File: src/rtl/jk_counter_ctrl_pkg.sv
// Shared op codes and FSM encoding for the JK counter sequencer.
package jk_ctrl_pkg;

    localparam int unsigned OP_W = 2;

    typedef enum logic [OP_W-1:0] {
        OP_NOP  = 2'b00,
        OP_LOAD = 2'b01,
        OP_UP   = 2'b10,
        OP_DOWN = 2'b11
    } op_e;

    typedef enum logic [1:0] {
        ST_IDLE = 2'd0,
        ST_LOAD = 2'd1,
        ST_RUN  = 2'd2,
        ST_DONE = 2'd3
    } state_e;

endpackage

File: src/rtl/jk_counter_ctrl_if.sv
// Command channel (valid/ready) between a command source and the sequencer.
interface jk_counter_ctrl_if #(
    parameter int unsigned WIDTH = 4,
    parameter int unsigned LEN_W = 8
);
    import jk_ctrl_pkg::*;

    logic             cmd_valid;
    logic             cmd_ready;
    logic [OP_W-1:0]  cmd_op;
    logic [WIDTH-1:0] cmd_data;
    logic [LEN_W-1:0] cmd_len;

    modport master (
        output cmd_valid, cmd_op, cmd_data, cmd_len,
        input  cmd_ready
    );

    modport slave (
        input  cmd_valid, cmd_op, cmd_data, cmd_len,
        output cmd_ready
    );

endinterface

File: src/rtl/jk_counter_ctrl_cell.sv
// Single behavioural JK flip-flop cell.
module jk_cell (
    input  logic clk,
    input  logic rst_n,
    input  logic j,
    input  logic k,
    output logic q
);

    // JK rule: set on J, clear on K, toggle on both, hold on neither
    always_ff @(posedge clk or negedge rst_n) begin
        if (!rst_n) begin
            q <= 1'b0;
        end else begin
            q <= (j & ~q) | (~k & q);
        end
    end

endmodule

File: src/rtl/jk_counter_ctrl.sv
// Sequencer driving a bank of JK cells: load / count up / count down / no-op.
module jk_counter_ctrl
    import jk_ctrl_pkg::*;
#(
    parameter int unsigned WIDTH = 4,
    parameter int unsigned LEN_W = 8
) (
    input  logic             clk,
    input  logic             rst_n,
    jk_counter_ctrl_if.slave cmd,
    input  logic             abort,
    output logic [WIDTH-1:0] j_out,
    output logic [WIDTH-1:0] k_out,
    output logic [WIDTH-1:0] q,
    output logic             busy,
    output logic             done,
    output logic             tc
);

    state_e           state_q, state_nxt;
    op_e              op_q;
    logic [WIDTH-1:0] data_q;
    logic [LEN_W-1:0] rem_q, rem_nxt;
    logic             accept_c;
    logic             wrap_c;
    logic [WIDTH-1:0] t_up_c;
    logic [WIDTH-1:0] t_dn_c;

    assign cmd.cmd_ready = (state_q == ST_IDLE);
    assign busy          = (state_q != ST_IDLE);
    assign accept_c      = cmd.cmd_valid && (state_q == ST_IDLE);

    // Toggle masks: the bits that flip on an increment / decrement of q
    assign t_up_c = q ^ (q + WIDTH'(1));
    assign t_dn_c = q ^ (q - WIDTH'(1));

    // Next-state, remaining-step count and J/K drive
    always_comb begin
        state_nxt = state_q;
        rem_nxt   = rem_q;
        j_out     = '0;
        k_out     = '0;
        wrap_c    = 1'b0;
        case (state_q)
            ST_IDLE: begin
                if (accept_c) begin
                    case (op_e'(cmd.cmd_op))
                        OP_LOAD: state_nxt = ST_LOAD;
                        OP_UP, OP_DOWN: begin
                            if (cmd.cmd_len != '0) begin
                                state_nxt = ST_RUN;
                                rem_nxt   = cmd.cmd_len;
                            end else begin
                                state_nxt = ST_DONE;
                            end
                        end
                        default: state_nxt = ST_DONE;
                    endcase
                end
            end
            ST_LOAD: begin
                j_out     = data_q;
                k_out     = ~data_q;
                state_nxt = ST_DONE;
            end
            ST_RUN: begin
                if (abort) begin
                    state_nxt = ST_DONE;
                end else begin
                    if (op_q == OP_UP) begin
                        j_out  = t_up_c;
                        k_out  = t_up_c;
                        wrap_c = &q;
                    end else begin
                        j_out  = t_dn_c;
                        k_out  = t_dn_c;
                        wrap_c = ~|q;
                    end
                    rem_nxt = rem_q - LEN_W'(1);
                    if (rem_q == LEN_W'(1)) begin
                        state_nxt = ST_DONE;
                    end
                end
            end
            ST_DONE: state_nxt = ST_IDLE;
            default: state_nxt = ST_IDLE;
        endcase
    end

    // State register, latched command, done/tc pulses
    always_ff @(posedge clk or negedge rst_n) begin
        if (!rst_n) begin
            state_q <= ST_IDLE;
            op_q    <= OP_NOP;
            data_q  <= '0;
            rem_q   <= '0;
            done    <= 1'b0;
            tc      <= 1'b0;
        end else begin
            state_q <= state_nxt;
            rem_q   <= rem_nxt;
            done    <= (state_nxt == ST_DONE);
            tc      <= wrap_c;
            if (accept_c) begin
                op_q   <= op_e'(cmd.cmd_op);
                data_q <= cmd.cmd_data;
            end
        end
    end

    // JK register bank
    genvar i;
    for (i = 0; i < WIDTH; i++) begin : g_cell
        jk_cell u_cell (
            .clk   (clk),
            .rst_n (rst_n),
            .j     (j_out[i]),
            .k     (k_out[i]),
            .q     (q[i])
        );
    end

endmodule

File: src/flat_wrapper.sv
// flat-port wrapper written by rule: the top's interface ports become plain ports
module jk_counter_ctrl_flat import jk_ctrl_pkg::*;
#(
    parameter int unsigned WIDTH = 4,
    parameter int unsigned LEN_W = 8
)
  (clk, rst_n, abort, j_out, k_out, q, busy, done, tc, cmd_cmd_valid, cmd_cmd_op, cmd_cmd_data, cmd_cmd_len, cmd_cmd_ready);
  jk_counter_ctrl_if #(.WIDTH(WIDTH), .LEN_W(LEN_W)) cmd_i ();
  input  logic clk;
  input  logic rst_n;
  input  logic abort;
  output logic [WIDTH-1:0] j_out;
  output logic [WIDTH-1:0] k_out;
  output logic [WIDTH-1:0] q;
  output logic busy;
  output logic done;
  output logic tc;
  input wire logic [$bits(cmd_i.cmd_valid)-1:0] cmd_cmd_valid;
  input wire logic [$bits(cmd_i.cmd_op)-1:0] cmd_cmd_op;
  input wire logic [$bits(cmd_i.cmd_data)-1:0] cmd_cmd_data;
  input wire logic [$bits(cmd_i.cmd_len)-1:0] cmd_cmd_len;
  output wire logic [$bits(cmd_i.cmd_ready)-1:0] cmd_cmd_ready;
  assign cmd_i.cmd_valid = cmd_cmd_valid;
  assign cmd_i.cmd_op = cmd_cmd_op;
  assign cmd_i.cmd_data = cmd_cmd_data;
  assign cmd_i.cmd_len = cmd_cmd_len;
  assign cmd_cmd_ready = cmd_i.cmd_ready;
  jk_counter_ctrl #(.WIDTH(WIDTH), .LEN_W(LEN_W)) u_core (.clk(clk), .rst_n(rst_n), .cmd(cmd_i), .abort(abort), .j_out(j_out), .k_out(k_out), .q(q), .busy(busy), .done(done), .tc(tc));
endmodule
File: config.mk
export PLATFORM = sky130hd
export DESIGN_NAME = jk_counter_ctrl_flat
export DESIGN_NICKNAME = d
export VERILOG_FILES = /design/src/rtl/jk_counter_ctrl_pkg.sv /design/src/rtl/jk_counter_ctrl_if.sv /design/src/rtl/jk_counter_ctrl_cell.sv /design/src/rtl/jk_counter_ctrl.sv /design/src/flat_wrapper.sv
export SDC_FILE = /design/constraint.sdc
export NUM_CORES = 1
export LEC_CHECK = 0
export ABC_CLOCK_PERIOD_IN_PS = 6000
export CAP_MARGIN = 30
export CORE_MARGIN = 2
export CORE_UTILIZATION = 40
export DETAILED_ROUTE_END_ITERATION = 8
export GPL_TIMING_DRIVEN = 0
export PLACE_DENSITY = 0.63
export SYNTH_ARGS = -nofsm -noshare
export SYNTH_HDL_FRONTEND = slang
export SYNTH_SLANG_ARGS = --single-unit
File: constraint.sdc
create_clock -name clk -period 6 [get_ports clk]
set_input_delay 1.2 -clock clk [delete_from_list [all_inputs] [get_ports clk]]
set_output_delay 1.2 -clock clk [all_outputs]
set_load 0.1 [all_outputs]
======== Word-level counts from Yosys, hierarchy flattened ========
Index checks and enable logic that the tools add are counted.
word-level totals
  output and inout port bits .............. 16
  input bits .............................. 18
  bits in registers ....................... 22
  word-level logic and storage cells ...... 77
cells by class
  add/sub/neg operators ................... 3
  multiplexer cells ....................... 18
  equality and inequality tests ........... 13
  bitwise logic cells ..................... 23
  reductions and logical operators ........ 10
operators by type and width
  kind                   number
  $mux W8                4
  $pmux W4 S2            2
  $pmux W8 S2            1
  $eq A2 B2 Y1 const B   6
  $and A1 B1 Y1          8
  $eq A8 B1 Y1 const B   1
  $mux W4                2
  $not A1 Y1             8
  $pmux W2 S4            1
  $reduce_bool A8 Y1     1
  $sub A8 B1 Y8 const B  1
  $xor A4 B4 Y4          2
  $mux W2                3
  $ne A2 B1 Y1 const B   3
  $reduce_and A5 Y1      1
  $add A4 B1 Y4 const B  1
  $eq A2 B1 Y1 const B   2
  $mux W1                4
  $not A4 Y4             1
  $or A1 B1 Y1           4
  $pmux W2 S2            1
  $reduce_and A4 Y1      1
  $reduce_bool A2 Y1     2
  $reduce_or A4 Y1       1
  6 further kinds        6

======== Longest topological paths before layout ========
Gate-level depths: netlist of the first run.
  depth in word-level cells ............... 8
  depth in mapped cells ................... 7
  depth with buffers taken out ............ 7

======== Modules after synthesis ========
Synthesis of the first run repeated with hierarchy kept, for this count alone.
unflattened totals
  cells, all modules ...................... 167
  area total of the unflattened synthesis .. 1466.4 µm²
modules (own cells, without submodules)
  module           times used  area each (µm²)  sequential area each (µm²)  cells an instance
  jk_counter_ctrl  1           1311.3           450.4                       155
  jk_cell          4           38.8             25.0                        3

======== Worst setup path after synthesis of the first run ========
Ideal clock, no wire load.
  kind .................................... input port to output port
  start point ............................. in abort
  end point ............................... out j_out[3]
  data arrival time ....................... 2.154 ns
  cell stages on the path ................. 5
  path buffers ............................ 1
  setup slack ............................. 2.646 ns
  required time ........................... 4.800 ns
  cell sequence ........................... nand2b_1 -> a211oi_1 -> nor2_1 -> a21oi_1 -> buf_4
on the way
  word-level cells in the longest chain between the ends .. 2
ends and longest elaborated chain
  item                RTL line               text
  start: declaration  flat_wrapper.sv:11     input logic abort;
  $mux W4             jk_counter_ctrl.sv:67  if (abort) begin
  $pmux W4 S2         jk_counter_ctrl.sv:44  case (state_q)
  end: declaration    flat_wrapper.sv:12     output logic [WIDTH-1:0] j_out;
Every way passes these cells.

======== Worst setup path in the final report of the first run ========
Ends and elaborated chain as after synthesis.

==> results of run 1 <==
## layer usage
metal / wire [um] / up-vias
met2: 2090 / 45
met1: 1590 / 698
met4: 49 / 0
met3: 167 / 4
li1: - / 699
met5: 0 / -
## logic make-up after synthesis
kind of cell               count (synthesis)  share of synthesized area
AOI/OAI and AO/OA                         48                      0.218
xor gates and xnor gates                   2                     0.0195
adders and majority gates                  8                     0.0670
buffers and inverters                     34                      0.110
DFF                                       22                      0.343
muxes                                      8                     0.0546
and+or+nand+nor                           51                      0.188
## final timing paths
check / startpoint / end / slack [ps] / depth (start not counted)
max: abort / j_out[3] / 1040 / 7
min: u_core.op_q[0] / u_core.op_q[0] / 510 / 1
max reg2reg: u_core.state_q[0] / u_core.data_q[2] / 3960 / 5
min reg2reg: u_core.op_q[0] / u_core.op_q[0] / 510 / 1
max in group asynchronous: rst_n / u_core.rem_q[1] / 4200 / 2
min in group asynchronous: rst_n / u_core.g_cell[1].u_cell.q / 1310 / 1
## per-stage QoR
step                 util  hold WS [ps]
floorplan               -           470
global placement    0.507           480
detailed placement  0.511           497
CTS                 0.525           516
global route        0.525           526
finish              0.525           511
## sequential cells by signal (all words and copies together), names as in the netlist
| register | flops |
|---|---|
| u_core.done | 1 |
| u_core.g_cell.u_cell.q | 4 |
| u_core.rem_q | 8 |
| u_core.state_q | 2 |
| u_core.data_q | 4 |
| u_core.tc | 1 |
| u_core.op_q | 2 |
## area by class of cell
class                      instances  area (sq um)  area share
buffer                            16           109      0.0526
inverter                          18          67.6      0.0327
timing repair buffer              34           345       0.167
sequential                        22           551       0.266
clock buffer                       4          55.1      0.0266
tap                               50          62.6      0.0302
multi-input combinational        117           878       0.425
## cell usage after synthesis (all sizes together) (2+ instances only)
library cell and count:
dfrtp 22, inv 18, buf 13, a211oi 12
a21oi 10, nand2 10, nor2 9, o21ai 8
ha 7, nand2b 7, mux2 6, nand3 6
or4 4, a211o 3, clkbuf 3, nand4 3
o211ai 3, o32ai 3, a21o 2, mux2i 2
nand4b 2
==> impl_metrics.yaml, run 1 <==
outcome:
  status: "completed"
job:
  maxCapViolCount: 0
detailed_routing:
  wirelength_um: 3900
  drc: 0
  vias_per_cell: 5.54
  ant_nets: 0
  routed-via-count: 1446
  firstDrtPassIters: 4
  drtIter0Drc: 72
  wire_per_inst_um: 14.9
placement:
  dp_cells: 257
  dp_hpwl_um: 3100
  pre_cts_slack_ps: 1050
  gp_congestion: 0.883
  portBuffers: 33
  placed_area_sq_um: 2010
global_routing:
  use_met1: 0.224
  grt_overflow: 0
  use_met2: 0.348
  grt-busiest-layer: "met2"
  grt_pass1_vias: 1450
  grt_max_degree: 13
  antenna_found_initial: 0
  met3_usage: 0.0200
  grt_pass1_wl_um: 6530
  grtUsageTotal: 0.188
worst_setup_path:
  path_class: "in -> out"
  worstPathCellList: "clkdlybuf4s50_1, nor2b_1, and4_1, nor2_1, a21oi_1, buf_4, clkdlybuf4s50_1"
  endpoint_kind: "output pin"
  crit_top_cell: "clkdlybuf4s50_1"
  cp_max_fo: 5
  crit_family: "buffers and inverters"
  cp_slowest_stage_delay_ps: 1110
  critPathBufInv: 3
  slowest_stage: "clkdlybuf4s50_1"
  worstPathRequired_ps: 4800
  setup.worst_path.start_class: "input port"
  critPathArrivalTime_ps: 3760
timing:
  period_share: 0.827
  rsz0062_at_grt: "false"
  setup_viol: 0
  finClkSkew_ps: 1.92
  max_slew_margin: 0.353
  worst_slew_pin_slew_ps: 967
  period_needed_ps: 4960
  hold_viol: 0
  setup-tns-final_ps: 0
  max_freq_mhz: 201
  drv_slew: 0
  worst_slack_ps: 1040
logic_synthesis:
  netlist_instances: 173
  synth_flop_cell: "dfrtp_1"
  yosys_register_bits: 22
  synth.top_cell.area_share: 0.343
  yosysWarnings: 0
  async_flop_share: 1.00
  synth_fp_nets: 199
  synth_edf_count: 0
  synthDistinctLibCells: 45
  synth_area_sq_um: 1610
  ys_seq_area_frac: 0.343
  syn_avg_cell_area_sq_um: 9.28
  synth.area.top_cells: "dfrtp_1 34%, buf_4 6.1%, ha_1 5.5%"
  synth_top_cell_by_area: "dfrtp_1"
floorplan:
  coreArea_sq_um: 3940
  die_x_um: 67.4
  io-pin-count: 34
  initial_core_util: 0.407
  die-area_sq_um: 4540
  die_h_um: 67.4
  num_rows: 23
clock_tree:
  cts_buffers: 3
  cts_tree: "built"
  clk_latency_ps: 260
  cts.sink_count: 22
  htreeDepth: 1
  cts-root-buf: "clkbuf_8"
  cts_buffer_depth: 2
  cts_setup_buffers: 0
  post_cts_resize_count: 0
  clkSlewWorstSetupHoldPaths_ps: 80
  hold_buffers: 0
finish:
  syn2layout_area_growth_pct: 28.8
  drive_above_1_share: 0.147
  num-fill-cells: 360
  diodes: 0
  final_cell_area_sq_um: 2070
  layout.nets: 238
  fin_cells: 261
  final_common_cell: "clkdlybuf4s50_1"
  final_cell_mix: "33 x clkdlybuf4s50_1, 22 x dfrtp_1, 18 x inv_1"
worst_hold_path:
  hold_class: "reg -> reg"
Power of run 1 is not shown: default switching activity piles up to over one toggle a cycle in this logic, so the estimate is an artifact.
==> run 2: changes to the inputs <==
--- a/config.mk
+++ b/config.mk
@@ -5,13 +5,13 @@
 export SDC_FILE = /design/constraint.sdc
 export NUM_CORES = 1
 export LEC_CHECK = 0
-export ABC_CLOCK_PERIOD_IN_PS = 6000
+export ABC_CLOCK_PERIOD_IN_PS = 4550
 export CAP_MARGIN = 30
 export CORE_MARGIN = 2
 export CORE_UTILIZATION = 40
 export DETAILED_ROUTE_END_ITERATION = 8
 export GPL_TIMING_DRIVEN = 0
-export PLACE_DENSITY = 0.63
+export PLACE_DENSITY = 0.66
 export SYNTH_ARGS = -nofsm -noshare
 export SYNTH_HDL_FRONTEND = slang
 export SYNTH_SLANG_ARGS = --single-unit
==> constraint.sdc (replaced) <==
create_clock -name clk -period 4.55 [get_ports clk]
set_input_delay 0.91 -clock clk [delete_from_list [all_inputs] [get_ports clk]]
set_output_delay 0.91 -clock clk [all_outputs]
set_load 0.1 [all_outputs]
==> impl_metrics.yaml, run 2 (same netlist as run 1, synthesis figures left out) <==
outcome:
  status: "completed"
finish:
  reg_top3: "u_core.rem_q: 8 flops, u_core.data_q: 4 flops, u_core.g_cell.u_cell.q: 4 flops"
  layout.nets: 238
  diodes: 0
  syn2layout_area_growth_pct: 28.8
  final_cell_mix: "33 x clkdlybuf4s50_1, 22 x dfrtp_1, 18 x inv_1"
  drive_above_1_share: 0.147
  largest_reg_flops: 8
  final_common_cell: "clkdlybuf4s50_1"
  top_register: "u_core.rem_q"
  num-fill-cells: 358
worst_hold_path:
  min_from: "u_core.op_q[0]"
  hold_path_end: "u_core.op_q[0]"
  hold_path_depth: 1
  hold_class: "reg -> reg"
worst_setup_path:
  r2r_end: "u_core.rem_q[2]"
  slowest_stage: "clkdlybuf4s50_1"
  worstPathRequired_ps: 3640
  crit_top_cell: "clkdlybuf4s50_1"
  endpoint_kind: "output pin"
  path_class: "in -> out"
  reg2reg_setup_slack_ps: 2530
  setup.worst_path.start_class: "input port"
  crit_family: "buffers and inverters"
  r2r_cells: 7
  critPathArrivalTime_ps: 3530
  cp_slowest_stage_delay_ps: 1110
  worstPathCellList: "clkdlybuf4s50_1, nand2b_1, a211oi_1, nor2_1, a21oi_1, buf_4, clkdlybuf4s50_1"
  critPathBufInv: 3
  reg2reg_from: "u_core.state_q[0]"
  cp_max_fo: 5
detailed_routing:
  ant_nets: 0
  drc: 0
  routed-via-count: 1470
  vias_per_cell: 5.63
  wirelength_um: 3830
  wire_per_inst_um: 14.7
  firstDrtPassIters: 4
  drtIter0Drc: 71
timing:
  worst_slew_pin_slew_ps: 968
  max_freq_mhz: 225
  period_share: 0.975
  period_needed_ps: 4440
  hold_viol: 0
  finClkSkew_ps: 4.66
  drv_slew: 0
  setup_viol: 0
  setup-tns-final_ps: 0
  max_slew_margin: 0.353
  rsz0062_at_grt: "false"
  worst_slack_ps: 114
clock_tree:
  post_cts_resize_count: 0
  cts_setup_buffers: 0
  htreeDepth: 1
  hold_buffers: 0
  cts-root-buf: "clkbuf_8"
  cts_buffers: 3
  cts_tree: "built"
  clk_latency_ps: 270
  cts_buffer_depth: 2
  clkSlewWorstSetupHoldPaths_ps: 80
  cts.sink_count: 22
global_routing:
  grt_overflow: 0
  grtUsageTotal: 0.182
  grt_pass1_vias: 1364
  grt_pass1_wl_um: 6170
  grt_max_degree: 13
  antenna_found_initial: 0
floorplan:
  die-area_sq_um: 4540
  initial_core_util: 0.407
  num_rows: 23
  die_h_um: 67.4
  io-pin-count: 34
  die_x_um: 67.4
  coreArea_sq_um: 3940
job:
  maxCapViolCount: 0
placement:
  dp_hpwl_um: 3050
  portBuffers: 33
  gp_congestion: 0.900
  pre_cts_slack_ps: 140
-- run 2: cell counts in the layout (fill, tap and decap cells not counted) --
Identical to the previous run, type by type.
-- run 2: per-layer routing --
metal,global-route usage,vias to the layer above,part of all wire
met5,0,-,0
met4,0.0816,0,0.017
met3,0.0217,6,0.046
met2,0.337,50,0.54
met1,0.208,715,0.40
li1,-,699,-
-- run 2: layout make-up --
class	count	area (sq um)	share of cell area
buffer	16	109	0.0526
clock buffer	4	55.1	0.0266
inverter	18	67.6	0.0327
multi-input combinational	117	878	0.425
sequential	22	551	0.266
tap	50	62.6	0.0302
timing repair buffer	34	345	0.167
-- run 2: stage by stage --
step,instance area [sq um],hold WS [ps],utilization,std cells
finish,2070,508,0.525,261
floorplan,1610,470,-,173
detailed placement,2010,490,0.511,257
CTS,2070,511,0.525,261
global placement,2000,486,0.507,256
global route,2070,549,0.525,261
-- run 2: how the worst max path moves through the flow --
stage,cells past startpoint,start,endpoint,slack [ps]
CTS,7,abort,j_out[3],130
finish,7,abort,j_out[3],110
floorplan,3,u_core.state_q[0],busy,1560
global route,7,abort,j_out[3],50
global placement,7,abort,k_out[3],160
detailed placement,7,abort,j_out[3],140
Power of run 2 is left out for the same reason.
